[config.mk]
export PLATFORM = sky130hd
export DESIGN_NAME = lbist_scan_target
export DESIGN_NICKNAME = d
export VERILOG_FILES = /design/src/rtl/lbist_pkg.sv /design/src/rtl/lbist_scan_chain.sv /design/src/rtl/lbist_scan_target.sv
export SDC_FILE = /design/constraint.sdc
export NUM_CORES = 2
export LEC_CHECK = 0
export CAP_MARGIN = 30
export CORE_AREA = 5 5 285 287
export DETAILED_ROUTE_END_ITERATION = 8
export DIE_AREA = 0 0 290 292
export SYNTH_ARGS = -nofsm -noshare
export SYNTH_HDL_FRONTEND = slang
export SYNTH_SLANG_ARGS = --single-unit
[constraint.sdc]
create_clock -name mclk -period 4.7 [get_ports mclk]
set_input_delay 0.47 -clock mclk [delete_from_list [all_inputs] [get_ports mclk]]
set_output_delay 0.47 -clock mclk [all_outputs]
set_load 0.005 [all_outputs]
[src/rtl/lbist_pkg.sv]
// Shared types and defaults for the LBIST scan-side target.
// Monitor state encoding and the default configuration/counter width.
package lbist_pkg;

  localparam int DEFAULT_DW = 16;

  typedef enum logic [2:0] {
    ST_OFF   = 3'd0,
    ST_RST   = 3'd1,
    ST_IDLE  = 3'd2,
    ST_SHIFT = 3'd3,
    ST_CAPT  = 3'd4
  } mon_state_e;

endpackage

[src/rtl/lbist_scan_chain.sv]
// One physical scan chain: shift, XOR-with-neighbour capture, scan reset.
// The serial output is tapped at the programmed length through a mux.
module lbist_scan_chain #(
  parameter int DEPTH = 64,
  parameter int LIW   = (DEPTH > 1) ? $clog2(DEPTH) : 1
) (
  input  logic             mclk,
  input  logic             rst_n,
  input  logic             srst,
  input  logic             adv,
  input  logic             scan_rst_n,
  input  logic             scan_en,
  input  logic             scan_in,
  input  logic [DEPTH-1:0] nbr,
  input  logic [LIW-1:0]   len_sel,
  output logic [DEPTH-1:0] bits,
  output logic             scan_out
);

  // NOTE: the chain flops are reset explicitly, unlike a RAM, because scan_out
  // must read 0 straight out of reset; sequential state uses <= only so every
  // chain samples its neighbour's pre-edge value during capture.
  always_ff @(posedge mclk or negedge rst_n) begin
    if (!rst_n) begin
      bits <= '0;
    end else if (srst) begin
      bits <= '0;
    end else if (adv) begin
      if (!scan_rst_n) begin
        bits <= '0;
      end else if (scan_en) begin
        bits <= {bits[DEPTH-2:0], scan_in};
      end else begin
        bits <= bits ^ nbr ^ DEPTH'(1);
      end
    end
  end

  assign scan_out = bits[len_sel];

endmodule

[src/rtl/lbist_scan_target.sv]
// Scan-side LBIST test target: SCW parallel programmable-length chains
// plus a protocol monitor counting shift bursts/captures and flagging errors.
module lbist_scan_target
  import lbist_pkg::*;
#(
  parameter int SCW   = 8,
  parameter int DEPTH = 64,
  parameter int DW    = DEFAULT_DW
) (
  input  logic          mclk,
  input  logic          rst_n,
  input  logic          srst,
  input  logic          scan_clk_en,
  input  logic          scan_rst_n,
  input  logic          scan_mode,
  input  logic          scan_en,
  input  logic [SCW-1:0] scan_in,
  output logic [SCW-1:0] scan_out,
  input  logic [DW-1:0] cfg_chain_len,
  input  logic [DW-1:0] cfg_shift_len,
  output logic [DW-1:0] shift_burst_cnt,
  output logic [DW-1:0] capture_cnt,
  output logic          err_shift_len,
  output logic          err_capture,
  output logic          err_reset_clk,
  output logic          busy
);

  localparam int LIW = (DEPTH > 1) ? $clog2(DEPTH) : 1;

  logic [LIW-1:0]   len_sel;
  logic [DEPTH-1:0] chain_bits [SCW];
  logic             adv;

  mon_state_e state_q, state_d;
  logic [DW-1:0] run_cnt;
  logic run_start, run_inc, burst_end, capt_entry, capt_again, clk_violation;

  // NOTE: every variable written here gets a default first, so no path leaves
  // one unassigned and no latch is inferred.
  always_comb begin
    len_sel = LIW'(DEPTH - 1);
    if (cfg_chain_len == '0) begin
      len_sel = '0;
    end else if (cfg_chain_len < DW'(DEPTH)) begin
      len_sel = LIW'(cfg_chain_len - DW'(1));
    end
  end

  assign adv = scan_clk_en & scan_mode;

  for (genvar c = 0; c < SCW; c++) begin : g_chain
    lbist_scan_chain #(
      .DEPTH(DEPTH),
      .LIW  (LIW)
    ) u_chain (
      .mclk      (mclk),
      .rst_n     (rst_n),
      .srst      (srst),
      .adv       (adv),
      .scan_rst_n(scan_rst_n),
      .scan_en   (scan_en),
      .scan_in   (scan_in[c]),
      .nbr       (chain_bits[(c + 1) % SCW]),
      .len_sel   (len_sel),
      .bits      (chain_bits[c]),
      .scan_out  (scan_out[c])
    );
  end

  always_ff @(posedge mclk or negedge rst_n) begin
    if (!rst_n) begin
      state_q <= ST_OFF;
    end else if (srst) begin
      state_q <= ST_OFF;
    end else begin
      state_q <= state_d;
    end
  end

  // Leaving scan mode or asserting scan reset mid-burst discards the burst.
  always_comb begin
    state_d   = state_q;
    run_start = 1'b0;
    run_inc   = 1'b0;
    burst_end = 1'b0;
    if (!scan_mode) begin
      state_d = ST_OFF;
    end else if (!scan_rst_n) begin
      state_d = ST_RST;
    end else begin
      unique case (state_q)
        ST_OFF, ST_RST: state_d = ST_IDLE;
        ST_IDLE: begin
          if (scan_clk_en) begin
            state_d   = scan_en ? ST_SHIFT : ST_CAPT;
            run_start = scan_en;
          end
        end
        ST_SHIFT: begin
          if (!scan_clk_en) begin
            burst_end = 1'b1;
            state_d   = ST_IDLE;
          end else if (!scan_en) begin
            burst_end = 1'b1;
            state_d   = ST_CAPT;
          end else begin
            run_inc = 1'b1;
          end
        end
        ST_CAPT: begin
          if (!scan_clk_en) state_d = ST_IDLE;
        end
        default: state_d = ST_OFF;
      endcase
    end
  end

  assign capt_entry    = (state_d == ST_CAPT) && (state_q != ST_CAPT);
  assign capt_again    = scan_mode && scan_rst_n && (state_q == ST_CAPT) && scan_clk_en;
  assign clk_violation = scan_clk_en && (!scan_rst_n || !scan_mode);

  always_ff @(posedge mclk or negedge rst_n) begin
    if (!rst_n) begin
      run_cnt         <= '0;
      shift_burst_cnt <= '0;
      capture_cnt     <= '0;
      err_shift_len   <= 1'b0;
      err_capture     <= 1'b0;
      err_reset_clk   <= 1'b0;
    end else if (srst) begin
      run_cnt         <= '0;
      shift_burst_cnt <= '0;
      capture_cnt     <= '0;
      err_shift_len   <= 1'b0;
      err_capture     <= 1'b0;
      err_reset_clk   <= 1'b0;
    end else begin
      if (run_start) begin
        run_cnt <= DW'(1);
      end else if (run_inc && (run_cnt != '1)) begin
        run_cnt <= run_cnt + DW'(1);
      end
      if (burst_end) begin
        shift_burst_cnt <= shift_burst_cnt + DW'(1);
        if (run_cnt != cfg_shift_len) err_shift_len <= 1'b1;
      end
      if (capt_entry)    capture_cnt   <= capture_cnt + DW'(1);
      if (capt_again)    err_capture   <= 1'b1;
      if (clk_violation) err_reset_clk <= 1'b1;
    end
  end

  assign busy = (state_q != ST_OFF);

endmodule

==> impl_metrics.ini <==
[die]
rows = 103
io_pins = 91
core_area_um2 = 78400
die_y_um = 292
initial_core_util_pct = 44.7
dieArea_um2 = 84700
die_w_um = 290

[setup_path]
r2r_end = capture_cnt[15]
startpoint = cfg_chain_len[0]
r2r_start = state_q[2]
reg2reg_depth = 7
setup.worst_path.start_class = primary input
worst_setup_path_end_kind = output pin
critical_path_arrival_ns = 4.15
critical_path_class = in2out
crit_required_ns = 4.23
reg2reg_slack_ns = 2.41
path_max_fanout = 13
crit_end = scan_out[2]

[power]
p_seq_share_pct = 44.1
intPower_w = 0.00835
ir_drop_mv = 0.224
p_sw_share_pct = 24.6
power_density_nw_per_um2 = 276
total_power_w = 0.0111
combPwrFrac_pct = 6.0
power.switching_w = 0.00273
p_leak_nw = 14.7
pwr-share-clk_pct = 50.0

[yosys]
ys_ff_latch = 566
synth_edf_count = 0
yosysSeqAreaShare_pct = 40.5
synth_cell_types = 74
syn_area_um2 = 35000
synth_warnings = 0
avgSynthCellArea_um2 = 8.04
synth.most_common_cell = nand2_1
syn-num-nets = 4405
synth_top_area_cell = dfrtp_1
synth-async-reset-ratio_pct = 100
synth_common_cells = nand2_1, o21ai_0, dfrtp_1
netlist.area_leader.share_pct = 40.5
synth_area_leaders = dfrtp_1, xnor2_1, o21ai_0
syn_inst = 4353
synth_ff_type = dfrtp_1

[global_route]
antenna_found_initial = 3
grt_max_degree = 228
grt-ovfl-total = 0
first_global_vias = 29000
grt_pass1_wl_um = 173000
grtUsageTotal_pct = 24.9

[clocking]
cts_buffers = 69
clock_latency_ns = 0.63
cts_buffer_depth = 3
htreeDepth = 3
cts_root_buffer = clkbuf_16
cts.clk_slew.worst_paths_ns = 0.06
cts_sinks = 566
cts_tree = done

[placed_design]
place_area_um2 = 37400
portBuffers = 90
place_hpwl_um = 72400
finalWeightedCongestion = 0.938

[layout]
drive_gt1_share_pct = 7.88
area_growth_pct = 14.7
antenna_cells = 0
fin_util_pct = 51.2
layout.nets = 4379
stdcell_area_um2 = 40100

[detailed_routing]
drc_errors = 0
wl_met1_um = 51300
top_layer = met5
dr_wl_met3_um = 7210
drt_iter0_drc = 3355
firstDrtPassIters = 6
post_drt_wl_per_cell_um = 20.2
vias = 31400
met2_length_um = 48500
vias_per_cell = 5.78
totalWireLength_um = 110000
antenna_left = 0

[timing]
rsz0062_at_grt = yes
tightest_slew_ns = 1.03
max_freq_mhz = 216
post-route-period-util_pct = 98.3
finalMaxSlewViolations = 0
relSlewSlack_pct = 31.5
layout_min_cycle_time_ns = 4.62
setup_viol = 0
clock_skew_ns = 0.0214
final_hold_viol_count = 0

[min_path]
worstHoldPathType = in2async

[flow_run]
maxCapViolations = 0

[run_status]
status = finished clean
-- per-layer routing --
metal	vias to the layer above	track usage, %
met5	-	0
met4	2	6.04
met3	172	4.36
met2	921	37.5
met1	15300	37.5
li1	15000	-
-- power groups by stage --
stage	logic, W	clock network (W)	registers (W)
2_1_floorplan	0.000328	0	0.00497
3_3_place_gp	0.000642	0	0.00497
3_5_place_dp	0.000643	0	0.00497
4_1_cts	0.000648	0.00565	0.00489
5_1_grt	0.000719	0.00582	0.00488
6_report	0.000660	0.00554	0.00489
-- flip-flops by register name, summed over array words and instances, names as in the netlist --
signal and cells:
state_q 3, run_cnt 16, err_capture 1, err_reset_clk 1
capture_cnt 16, err_shift_len 1, g_chain.u_chain.bits 512, shift_burst_cnt 16
-- logic make-up after synthesis --
kind of cell	after synthesis	synth area share (%)
XOR/XNOR	557	13.9
adder cells (fa/ha/maj)	5	0.179
flip-flops	566	40.5
multiplexers	66	2.22
AND/OR/NAND/NOR	1440	17.1
AO/OA/AOI/OAI	1367	21.9
buffers and inverters	352	4.20
-- area by class of cell --
cell class	count	area [µm²]
Timing Repair Buffer	244	2670
Multi-Input combinational cell	3435	19600
Fill cell	7498	38200
Inverter	11	41.3
Clock inverter	18	216
Tap cell	1050	1310
Sequential cell	566	14200
Clock buffer	106	2110
-- repair_timing --
action	CTS	global route
resized for setup	15	36
endpoints found under the setup margin	8	8
buffers inserted	2	4
hold buffers	1	0
cloned	0	1
pin swaps	3	6
endpoints found under the hold margin	74	0
-- per-stage QoR --
| stage | setup TNS [ns] | hold slack [ns] | setup slack, ns | std cells |
|---|---|---|---|---|
| finish | 0 | 0.447 | 0.0798 | 5430 |
| global route | -0.00954 | 0.482 | -0.00954 | 5430 |
| global placement | -0.906 | 0.477 | -0.380 | 5296 |
| CTS | -0.00460 | 0.438 | -0.00460 | 5423 |
| detailed placement | -1.59 | 0.497 | -0.472 | 5296 |
| floorplan | 0 | 0.174 | 0.996 | 4353 |
-- layout by cell type (no fill, tap or decap), drive strengths merged, types with 14 or more instances in the layout --
cell,count
nand2,624
o21ai,589
nor2,567
dfrtp,566
a21oi,538
xnor2,506
buf,154
nand3,117
clkbuf,107
o221ai,89
clkdlybuf4s50,84
xor2,51
mux2i,46
and3,31
nand4,27
a31oi,17
inv,16
o22ai,14
nor3,14
-- critical path: stages --
cell,delay (ns)
clkdlybuf4s50_1,0.47
inv_1,0.10
ha_1,0.20
nor3b_4,0.39
a21oi_4,0.13
nor2_4,0.16
buf_12,0.18
buf_16,0.19
mux2i_4,0.28
a221o_1,0.26
o2111ai_2,0.18
or4_4,0.62
clkdlybuf4s50_1,0.48
-- worst min-delay path by stage --
| stage | startpoint | end | slack, ns | cells past startpoint |
|---|---|---|---|---|
| 2_1_floorplan | rst_n | capture_cnt[0] | 0.17 | 0 |
| 3_3_place_gp | err_reset_clk | err_reset_clk | 0.48 | 2 |
| 3_5_place_dp | err_reset_clk | err_reset_clk | 0.50 | 2 |
| 4_1_cts | scan_en | g_chain[1].u_chain.bits[56] | 0.44 | 3 |
| 5_1_grt | scan_en | g_chain[0].u_chain.bits[57] | 0.48 | 3 |
| 6_report | rst_n | shift_burst_cnt[14] | 0.45 | 2 |
Note: power is estimated with default switching activity, not from simulation.
